--- src/rtl/aes_key_schedule.sv ---
// aes_key_schedule: iterative AES-128/192/256 key expansion, one schedule word per clock,
// streaming 128-bit round keys 0..Nr over a valid/ready handshake.
module aes_sbox (
  input  logic [7:0] a_i,
  output logic [7:0] s_o
);
  localparam logic [2047:0] TBL = {
    128'h637c777bf26b6fc53001672bfed7ab76, 128'hca82c97dfa5947f0add4a2af9ca472c0,
    128'hb7fd9326363ff7cc34a5e5f171d83115, 128'h04c723c31896059a071280e2eb27b275,
    128'h09832c1a1b6e5aa0523bd6b329e32f84, 128'h53d100ed20fcb15b6acbbe394a4c58cf,
    128'hd0efaafb434d338545f9027f503c9fa8, 128'h51a3408f929d38f5bcb6da2110fff3d2,
    128'hcd0c13ec5f974417c4a77e3d645d1973, 128'h60814fdc222a908846eeb814de5e0bdb,
    128'he0323a0a4906245cc2d3ac629195e479, 128'he7c8376d8dd54ea96c56f4ea657aae08,
    128'hba78252e1ca6b4c6e8dd741f4bbd8b8a, 128'h703eb5664803f60e613557b986c11d9e,
    128'he1f8981169d98e949b1e87e9ce5528df, 128'h8ca1890dbfe6426841992d0fb054bb16};
  // entry a sits at bits 2047-8a down, i.e. {~a, 3'b111}
  assign s_o = TBL[{~a_i, 3'b111} -: 8];
endmodule

module aes_key_schedule #(
  parameter int KEY_BITS = 128
) (
  input  logic                clk,
  input  logic                rst_n,
  input  logic                start_i,
  input  logic [KEY_BITS-1:0] key_in_i,
  output logic                busy_o,
  output logic                rk_valid_o,
  input  logic                rk_ready_i,
  output logic [127:0]        rk_data_o,
  output logic [3:0]          rk_round_o,
  output logic                done_o
);
  localparam int NK = KEY_BITS / 32;
  localparam int NR = NK + 6;
  localparam int NW = 4 * (NR + 1);
  if (KEY_BITS != 128 && KEY_BITS != 192 && KEY_BITS != 256) begin : g_bad_key_bits
    $error("aes_key_schedule: KEY_BITS must be 128, 192 or 256");
  end
  typedef enum logic [1:0] {IDLE, LOAD, EXPAND, DRAIN} state_e;
  state_e              state_q, state_d;
  logic [KEY_BITS-1:0] key_q, key_d;
  logic [31:0]         win_q [NK];
  logic [31:0]         win_d [NK];
  logic [31:0]         asm_q [3];
  logic [31:0]         asm_d [3];
  logic [5:0]          idx_q, idx_d;
  logic [2:0]          p_q, p_d;
  logic [7:0]          rcon_q, rcon_d;
  logic                rk_valid_q, rk_valid_d;
  logic [127:0]        rk_data_q, rk_data_d;
  logic [3:0]          rk_round_q, rk_round_d;
  logic                done_q, done_d;
  logic                accept, stall, gen, hs;
  logic [31:0]         prev, sub_in, sub_out, t, new_w;
  for (genvar g = 0; g < 4; g++) begin : g_sbox
    aes_sbox u_sbox (.a_i(sub_in[8*g +: 8]), .s_o(sub_out[8*g +: 8]));
  end
  always_comb begin
    hs     = rk_valid_q && rk_ready_i;
    accept = state_q == IDLE && start_i;
    // a finished key still waiting for the consumer blocks the word that would overwrite it
    stall  = idx_q[1:0] == 2'd3 && rk_valid_q && !rk_ready_i;
    gen    = (state_q == LOAD || state_q == EXPAND) && !stall;
    prev   = win_q[NK-1];
    sub_in = p_q == 3'd0 ? {prev[23:0], prev[31:24]} : prev;
    t      = p_q == 3'd0 ? sub_out ^ {rcon_q, 24'h0} : (NK == 8 && p_q == 3'd4) ? sub_out : prev;
    new_w  = state_q == LOAD ? key_q[KEY_BITS-1 -: 32] : win_q[0] ^ t;
  end
  always_comb begin
    state_d    = state_q;
    key_d      = key_q;
    win_d      = win_q;
    asm_d      = asm_q;
    idx_d      = idx_q;
    p_d        = p_q;
    rcon_d     = rcon_q;
    rk_valid_d = rk_valid_q && !rk_ready_i;
    rk_data_d  = rk_data_q;
    rk_round_d = rk_round_q;
    done_d     = 1'b0;
    if (accept) begin
      state_d = LOAD;
      key_d   = key_in_i;
      idx_d   = '0;
      p_d     = '0;
      rcon_d  = 8'h01;
    end
    if (gen) begin
      for (int j = 0; j < NK - 1; j++) win_d[j] = win_q[j+1];
      win_d[NK-1] = new_w;
      key_d = {key_q[KEY_BITS-33:0], 32'h0};
      idx_d = idx_q + 6'd1;
      p_d   = p_q == 3'(NK - 1) ? 3'd0 : p_q + 3'd1;
      if (state_q == EXPAND && p_q == 3'd0) rcon_d = {rcon_q[6:0], 1'b0} ^ (rcon_q[7] ? 8'h1b : 8'h00);
      for (int k = 0; k < 3; k++) if (idx_q[1:0] == 2'(k)) asm_d[k] = new_w;
      if (idx_q[1:0] == 2'd3) begin
        rk_valid_d = 1'b1;
        rk_data_d  = {asm_q[0], asm_q[1], asm_q[2], new_w};
        rk_round_d = idx_q[5:2];
      end
      if (state_q == LOAD && idx_q == 6'(NK - 1)) state_d = EXPAND;
      if (idx_q == 6'(NW - 1)) state_d = DRAIN;
    end
    if (state_q == DRAIN && hs) begin
      state_d = IDLE;
      done_d  = 1'b1;
    end
  end
  always_ff @(posedge clk or negedge rst_n) begin
    if (!rst_n) begin
      state_q    <= IDLE;
      key_q      <= '0;
      for (int j = 0; j < NK; j++) win_q[j] <= '0;
      for (int k = 0; k < 3; k++) asm_q[k] <= '0;
      idx_q      <= '0;
      p_q        <= '0;
      rcon_q     <= 8'h01;
      rk_valid_q <= 1'b0;
      rk_data_q  <= '0;
      rk_round_q <= '0;
      done_q     <= 1'b0;
    end else begin
      state_q    <= state_d;
      key_q      <= key_d;
      win_q      <= win_d;
      asm_q      <= asm_d;
      idx_q      <= idx_d;
      p_q        <= p_d;
      rcon_q     <= rcon_d;
      rk_valid_q <= rk_valid_d;
      rk_data_q  <= rk_data_d;
      rk_round_q <= rk_round_d;
      done_q     <= done_d;
    end
  end
  assign busy_o     = state_q != IDLE;
  assign rk_valid_o = rk_valid_q;
  assign rk_data_o  = rk_data_q;
  assign rk_round_o = rk_round_q;
  assign done_o     = done_q;
endmodule

--- config.mk ---
export PLATFORM = sky130hd
export DESIGN_NAME = aes_key_schedule
export DESIGN_NICKNAME = d
export VERILOG_FILES = /design/src/rtl/aes_key_schedule.sv
export SDC_FILE = /design/constraint.sdc
export NUM_CORES = 2
export LEC_CHECK = 0
export ABC_AREA = 1
export BUFFER_PORTS_ARGS = -buffer_cell sky130_fd_sc_hd__buf_2
export CORE_MARGIN = 1.5
export CORE_UTILIZATION = 29
export CTS_CLUSTER_SIZE = 40
export DETAILED_ROUTE_END_ITERATION = 12
export GPL_ROUTABILITY_DRIVEN = 1
export SKIP_LAST_GASP = 1
export SYNTH_ARGS = -nofsm -noshare
export SYNTH_HDL_FRONTEND = slang
export SYNTH_SLANG_ARGS = --single-unit
--- constraint.sdc ---
create_clock -name clk -period 4.3 [get_ports clk]
set_input_delay 0.215 -clock clk [delete_from_list [all_inputs] [get_ports clk]]
set_output_delay 0.215 -clock clk [all_outputs]
set_load 0.02 [all_outputs]
======== Word level (Yosys, flattened, before mapping) ========
Cells that the tools add are included.
cells by class
  muxes and demuxes ....................... 22
  reduce and logical (&&, ||, !) cells .... 21
  eq/ne operators ......................... 9
  shift operators ......................... 4
  add/sub/neg operators ................... 2
  bitwise logic cells ..................... 7
operators with widths
  kind                                                          count
  indexed part select 2055 x 12 -> 8 bit, first input constant  4
  2-to-1 mux 128 bit                                            2
  2-to-1 mux 32 bit                                             3
  bitwise XOR 32 bit                                            2
  inverter 8 bit                                                4
  2-to-1 mux 8 bit                                              3
  2-to-1 mux 6 bit                                              2
  2-to-1 mux 2 bit                                              5
  logical AND 1 bit                                             9
  2-to-1 mux 3 bit                                              3
  equality test 2 bit, second input constant                    4
  AND reduction 2 bit                                           4
  bitwise XOR 8 x 5 -> 8 bit                                    1
  adder 6 x 1 -> 6 bit, second input constant                   1
  equality test 6 x 2 -> 1 bit, second input constant           1
  equality test 6 bit, second input constant                    1
  2-to-1 mux 5 bit                                              1
  equality test 2 x 1 -> 1 bit, second input constant           2
  zero test 2 bit                                               2
  nonzero test 2 bit                                            2
  adder 3 x 1 -> 3 bit, second input constant                   1
  equality test 3 x 2 -> 1 bit, second input constant           1
  zero test 3 bit                                               1
  2-to-1 mux 1 bit                                              3
  2 further kinds                                               3
word-level totals
  register bits ........................... 505
  input bits .............................. 132
  output and inout port bits .............. 135
  word-level logic and storage cells ...... 81

======== Depth between registers and ports, before layout ========
  word-level depth ........................ 8
  mapped depth ............................ 28
  mapped depth without buffers ............ 25

======== By module ========
A second synthesis with hierarchy kept.
unflattened totals
  cells, all modules ...................... 4971
  area, all modules ....................... 33054.2 um^2
modules (own cells, without submodules)
  module            seq. area each (um^2)  cells each  area each (um^2)  instances
  aes_key_schedule  12638.4                2435        21227.9           1
  aes_sbox          0.0                    634         2956.6            4

======== Least setup slack after synthesis ========
No wires, ideal clock.
  path kind ............................... flip-flop to flip-flop
  from .................................... register p_q[0]
  to ...................................... register asm_q[39] in the netlist's numbering
  path slack .............................. 1070 ps
  clock period less this slack ............ 3230 ps
  path buffers ............................ 2
  setup time .............................. 118 ps
  data required time ...................... 4182 ps
  data arrival time ....................... 3112 ps
  cell stages (with the launch flop) ...... 24
  cells stage by stage .................... dfrtp_1 > inv_1 > ha_1 > buf_4 > nand2_4 > buf_6 > o21ai_2 > inv_1 > ha_1 > inv_1 > nand2_1 > inv_1 > o21ai_0 > nand3_1 > nand3_1 > nand3_1 > nand3_1 > nand2_1 > nand2_1 > nand2_1 > nand2_1 > nand3_2 > nand3_1 > nand2_1
on the way
  cells in the longest elaborated chain, start to end .. 8
RTL lines
  what                                    RTL line  source
  start: declaration                      48        logic [2:0] p_q, p_d;
  start signal: assignment                129       p_q <= p_d;
  zero test 3 bit (*)                     66, 67
  2-to-1 mux 32 bit                       66        sub_in = p_q == 3'd0 ? {prev[23:0], prev[31:24]} : prev;
  inverter 8 bit                          17        assign s_o = TBL[{~a_i, 3'b111} -: 8];
  indexed part select 2055 x 12 -> 8 bit  17
  bitwise XOR 32 bit                      67        t = p_q == 3'd0 ? sub_out ^ {rcon_q, 24'h0} : (NK == 8 && p_q == 3'd4) ? sub_out : prev;
  2-to-1 mux 32 bit (*)                   67
  bitwise XOR 32 bit (*)                  68        new_w = state_q == LOAD ? key_q[KEY_BITS-1 -: 32] : win_q[0] ^ t;
  2-to-1 mux 32 bit (*)                   68
  end signal: assignment                  127       asm_q <= asm_d;
  end: declaration                        45        logic [31:0] asm_q [3];
Mark *: on every way between the ends. The rest lies on a longest branch, timed or not.
A chain may end at the register's enable or synchronous reset.

======== Worst setup path after layout ========
  from .................................... register p_q[0]
  to ...................................... register win_q, in the netlist prev[10]
on the way
  cells in the longest elaborated chain, start to end .. 8
RTL lines
  what                                    RTL line  source
  zero test 3 bit (*)                     66, 67
  2-to-1 mux 32 bit                       66
  inverter 8 bit                          17
  indexed part select 2055 x 12 -> 8 bit  17
  bitwise XOR 32 bit                      67
  2-to-1 mux 32 bit (*)                   67
  bitwise XOR 32 bit (*)                  68
  2-to-1 mux 32 bit (*)                   68
  end signal: assignment                  126       win_q <= win_d;
  end: declaration                        43        logic [31:0] win_q [NK];
Marks and branches as above.

==> results.py <==
metrics = {
    "critical_path": {
        "critical_path_required_ps": 4820,
        "timing.rr.start": "p_q[0]",
        "r2r_setup_slack_ps": 320,
        "worst-path-buf-inv": 7,
        "crit_arrival_ps": 4500,
        "end_kind": "register",
        "cp_max_fo": 19,
        "worstSetupStartpoint": "p_q[0]",
        "critPathTopFamily": "simple AND/OR/NAND/NOR gates",
        "reg2reg_to": "prev[10]",
        "slowest_stage": "dfrtp_1",
        "cpMostUsedCell": "nand2_1",
        "critical_path_class": "reg -> reg",
        "cp-start-kind": "register",
        "crit_end": "prev[10]",
        "crit_cells": 24,
        "crit_chain": "inv_1 -> ha_1 -> buf_4 -> inv_2 -> nor2_4 -> buf_12 -> nand2_1 -> nand2_2 -> inv_1 -> buf_4 -> nand2_1 -> inv_1 -> nand2_1 -> nand3b_1 -> nand3_1 -> nand3_1 -> nand3_1 -> nand2_1 -> nand2_1 -> nand2_1 -> nand2_1 -> nand3_2 -> nand3_1 -> nand2_1",
        "r2r_cells": 24,
        "cpPeakStageDelay_ps": 380,
    },
    "clock_network": {
        "cts_buffer_depth": 3,
        "cts.htree.levels": 2,
        "cts_tree": "yes",
        "cts_sinks": 505,
        "cts_root_buffer": "clkbuf_16",
        "numCtsBuffers": 53,
        "cts_setup_buffers": 0,
        "clk_pin_slew_ps": 70,
        "clock_latency_ps": 640,
    },
    "finish": {
        "syn2layout_area_growth_pct": 22.2,
        "stdcell_area_sq_um": 39700,
        "antennaDiodeCount": 0,
        "final_core_util_pct": 35.8,
        "drive_gt1_share_pct": 13.2,
        "nets": 5417,
        "stdcell_count": 6754,
    },
    "timing": {
        "fmax_mhz": 251,
        "rsz0062_at_grt": "false",
        "post-route-period-util_pct": 92.5,
        "clock_skew_ps": 60.1,
        "finalCriticalPeriod_ps": 3980,
        "drv_slew": 0,
        "setup_viol": 0,
        "setup_tns_ps": 0,
        "tightest_slew_ps": 994,
        "hold_violations": 0,
        "relSlewSlack_pct": 33.6,
    },
    "synth": {
        "synth_cells": 4820,
        "synth_top_area_cell": "dfrtp_1",
        "syn_avg_cell_area_sq_um": 6.74,
        "synth.distinct_cells": 43,
        "ys_warn_count": 0,
        "ys_ff_latch": 505,
        "syn_area_sq_um": 32500,
        "seq_area_frac_synth_pct": 38.9,
        "synthTopCellsByCount": "1924 x nand2_1, 1112 x nand3_1, 504 x dfrtp_1, 251 x inv_1, 198 x o21ai_0",
        "ys_top_cells_by_area": "dfrtp_1 39%, nand2_1 22%, nand3_1 17%, o21ai_0 3.1%, inv_1 2.9%",
        "yosys.area.top_type_share_pct": 38.8,
        "synth_edf_count": 0,
        "syn_nets": 5012,
        "synth_flop_cell": "dfrtp_1",
        "ys_async_sr_fraction_pct": 100,
        "yosysMostFrequentCell": "nand2_1",
    },
    "global_route": {
        "track_usage_pct": 25.3,
        "grt_pass1_vias": 35180,
        "grt_max_degree": 139,
        "overflow": 0,
        "antenna_found_initial": 5,
        "grt_pass1_wl_mm": 222,
    },
    "routing": {
        "drc": 0,
        "vias_per_cell": 5.36,
        "routed_wl_mm": 148,
        "wl_per_cell_um": 21.9,
        "ant_nets": 0,
        "vias": 36219,
        "first_pass_iters": 6,
        "drtIter0Drc": 4477,
    },
    "placed_design": {
        "placed_cells": 6528,
        "numPortBuffers": 266,
        "globalplace.congestion": 1.00,
        "postPlaceCellArea_sq_um": 36600,
        "place.detailed.hpwl_mm": 106,
    },
    "floorplanning": {
        "ios": 267,
        "die_h_um": 338,
        "die_w_um": 338,
        "coreArea_sq_um": 111000,
        "start_util_pct": 29.3,
        "dieArea_sq_um": 114000,
        "std_cell_rows": 122,
    },
    "worst_hold_path": {
        "hp-class": "in -> async",
    },
    "job": {
        "cap_violations": 0,
    },
    "outcome": {
        "outcome": "finished clean",
    },
}
## worst min-delay path by stage
stage	to	cells past startpoint	startpoint
floorplan	asm_q[0]	0	rst_n
global placement	rk_data_o[42]	1	rst_n
detailed placement	rk_data_o[63]	1	rst_n
CTS	rk_data_o[63]	2	rst_n
global route	rk_data_o[42]	2	rst_n
finish	rk_data_o[42]	2	rst_n
## layout by cell type, fill, tap and decap left out, types with 4 or more instances in the layout
master / n
o22ai_1: 7
buf_4: 214
nand3_2: 32
o21ai_1: 13
a31oi_1: 10
clkinv_2: 6
ha_1: 60
dlygate4sd3_1: 130
nand3_1: 1112
o211ai_1: 110
clkbuf_8: 11
o21ai_4: 6
o31ai_1: 4
inv_1: 249
a22o_1: 10
nand4_1: 13
o21ai_2: 11
o21ai_0: 198
buf_2: 265
buf_12: 31
nor2_1: 93
a21oi_1: 70
clkbuf_1: 17
inv_2: 10
nand2_1: 1921
bufinv_16: 4
dfrtp_1: 504
or2_1: 31
nand2_2: 30
clkbuf_16: 53
## metrics by stage
stage	setup WS (ps)	hold WS (ps)
2_1_floorplan	1070	-80.6
3_3_place_gp	312	343
3_5_place_dp	354	342
4_1_cts	380	289
5_1_grt	105	333
6_report	322	271
## what timing repair did
| item | CTS | global route |
|---|---|---|
| resized for setup | 0 | 0 |
| hold buffers | 130 | 0 |
| endpoints found under the hold margin | 227 | 0 |
## flip-flops by register name (all words and copies together) (netlist names)
signal      flops
asm_q          96
done_o          1
idx_q           6
key_q         128
p_q             3
prev           32
rcon_q          8
rk_data_o     128
rk_round_o      4
rk_valid_o      1
state_q         2
win_q          96
## cell families after synthesis
kind of cell | Yosys count | share of synthesized area (%)
compound gates | 449 | 8.29
flops | 505 | 38.9
simple gates | 3249 | 43.1
xor+xnor | 4 | 0.108
buf+inv | 553 | 7.27
fa+ha+maj | 60 | 2.31
## metal layers
metal	share of wire [%]	vias to the layer above	GRT usage, %	routed length (um)
met2	45	1843	39.4	66300
met1	41	17274	33.9	61100
met5	0	-	0	0
met3	8.1	390	3.65	12000
met4	5.9	0	13.2	8700
li1	-	16712	-	-
## area by class of cell
class	count	area, sq um
Multi-Input combinational cell	3762	17600
Clock buffer	81	1540
Inverter	262	993
Tap cell	1488	1860
Timing Repair Buffer	641	4870
Sequential cell	505	12600
Clock inverter	15	220
Fill cell	11916	71100
## worst reg2reg max path: stages, from the launching register on
cell	delay, ps
dfrtp_1	380
inv_1	90
ha_1	210
buf_4	170
inv_2	50
nor2_4	270
buf_12	210
nand2_1	90
nand2_2	130
inv_1	280
buf_4	330
nand2_1	160
inv_1	120
nand2_1	80
nand3b_1	80
nand3_1	120
nand3_1	180
nand3_1	170
nand2_1	90
nand2_1	110
nand2_1	60
nand2_1	70
nand3_2	200
nand3_1	200
nand2_1	70
Power is not shown: default switching activity piles up to over one toggle a cycle in this logic, so the estimate is an artifact.
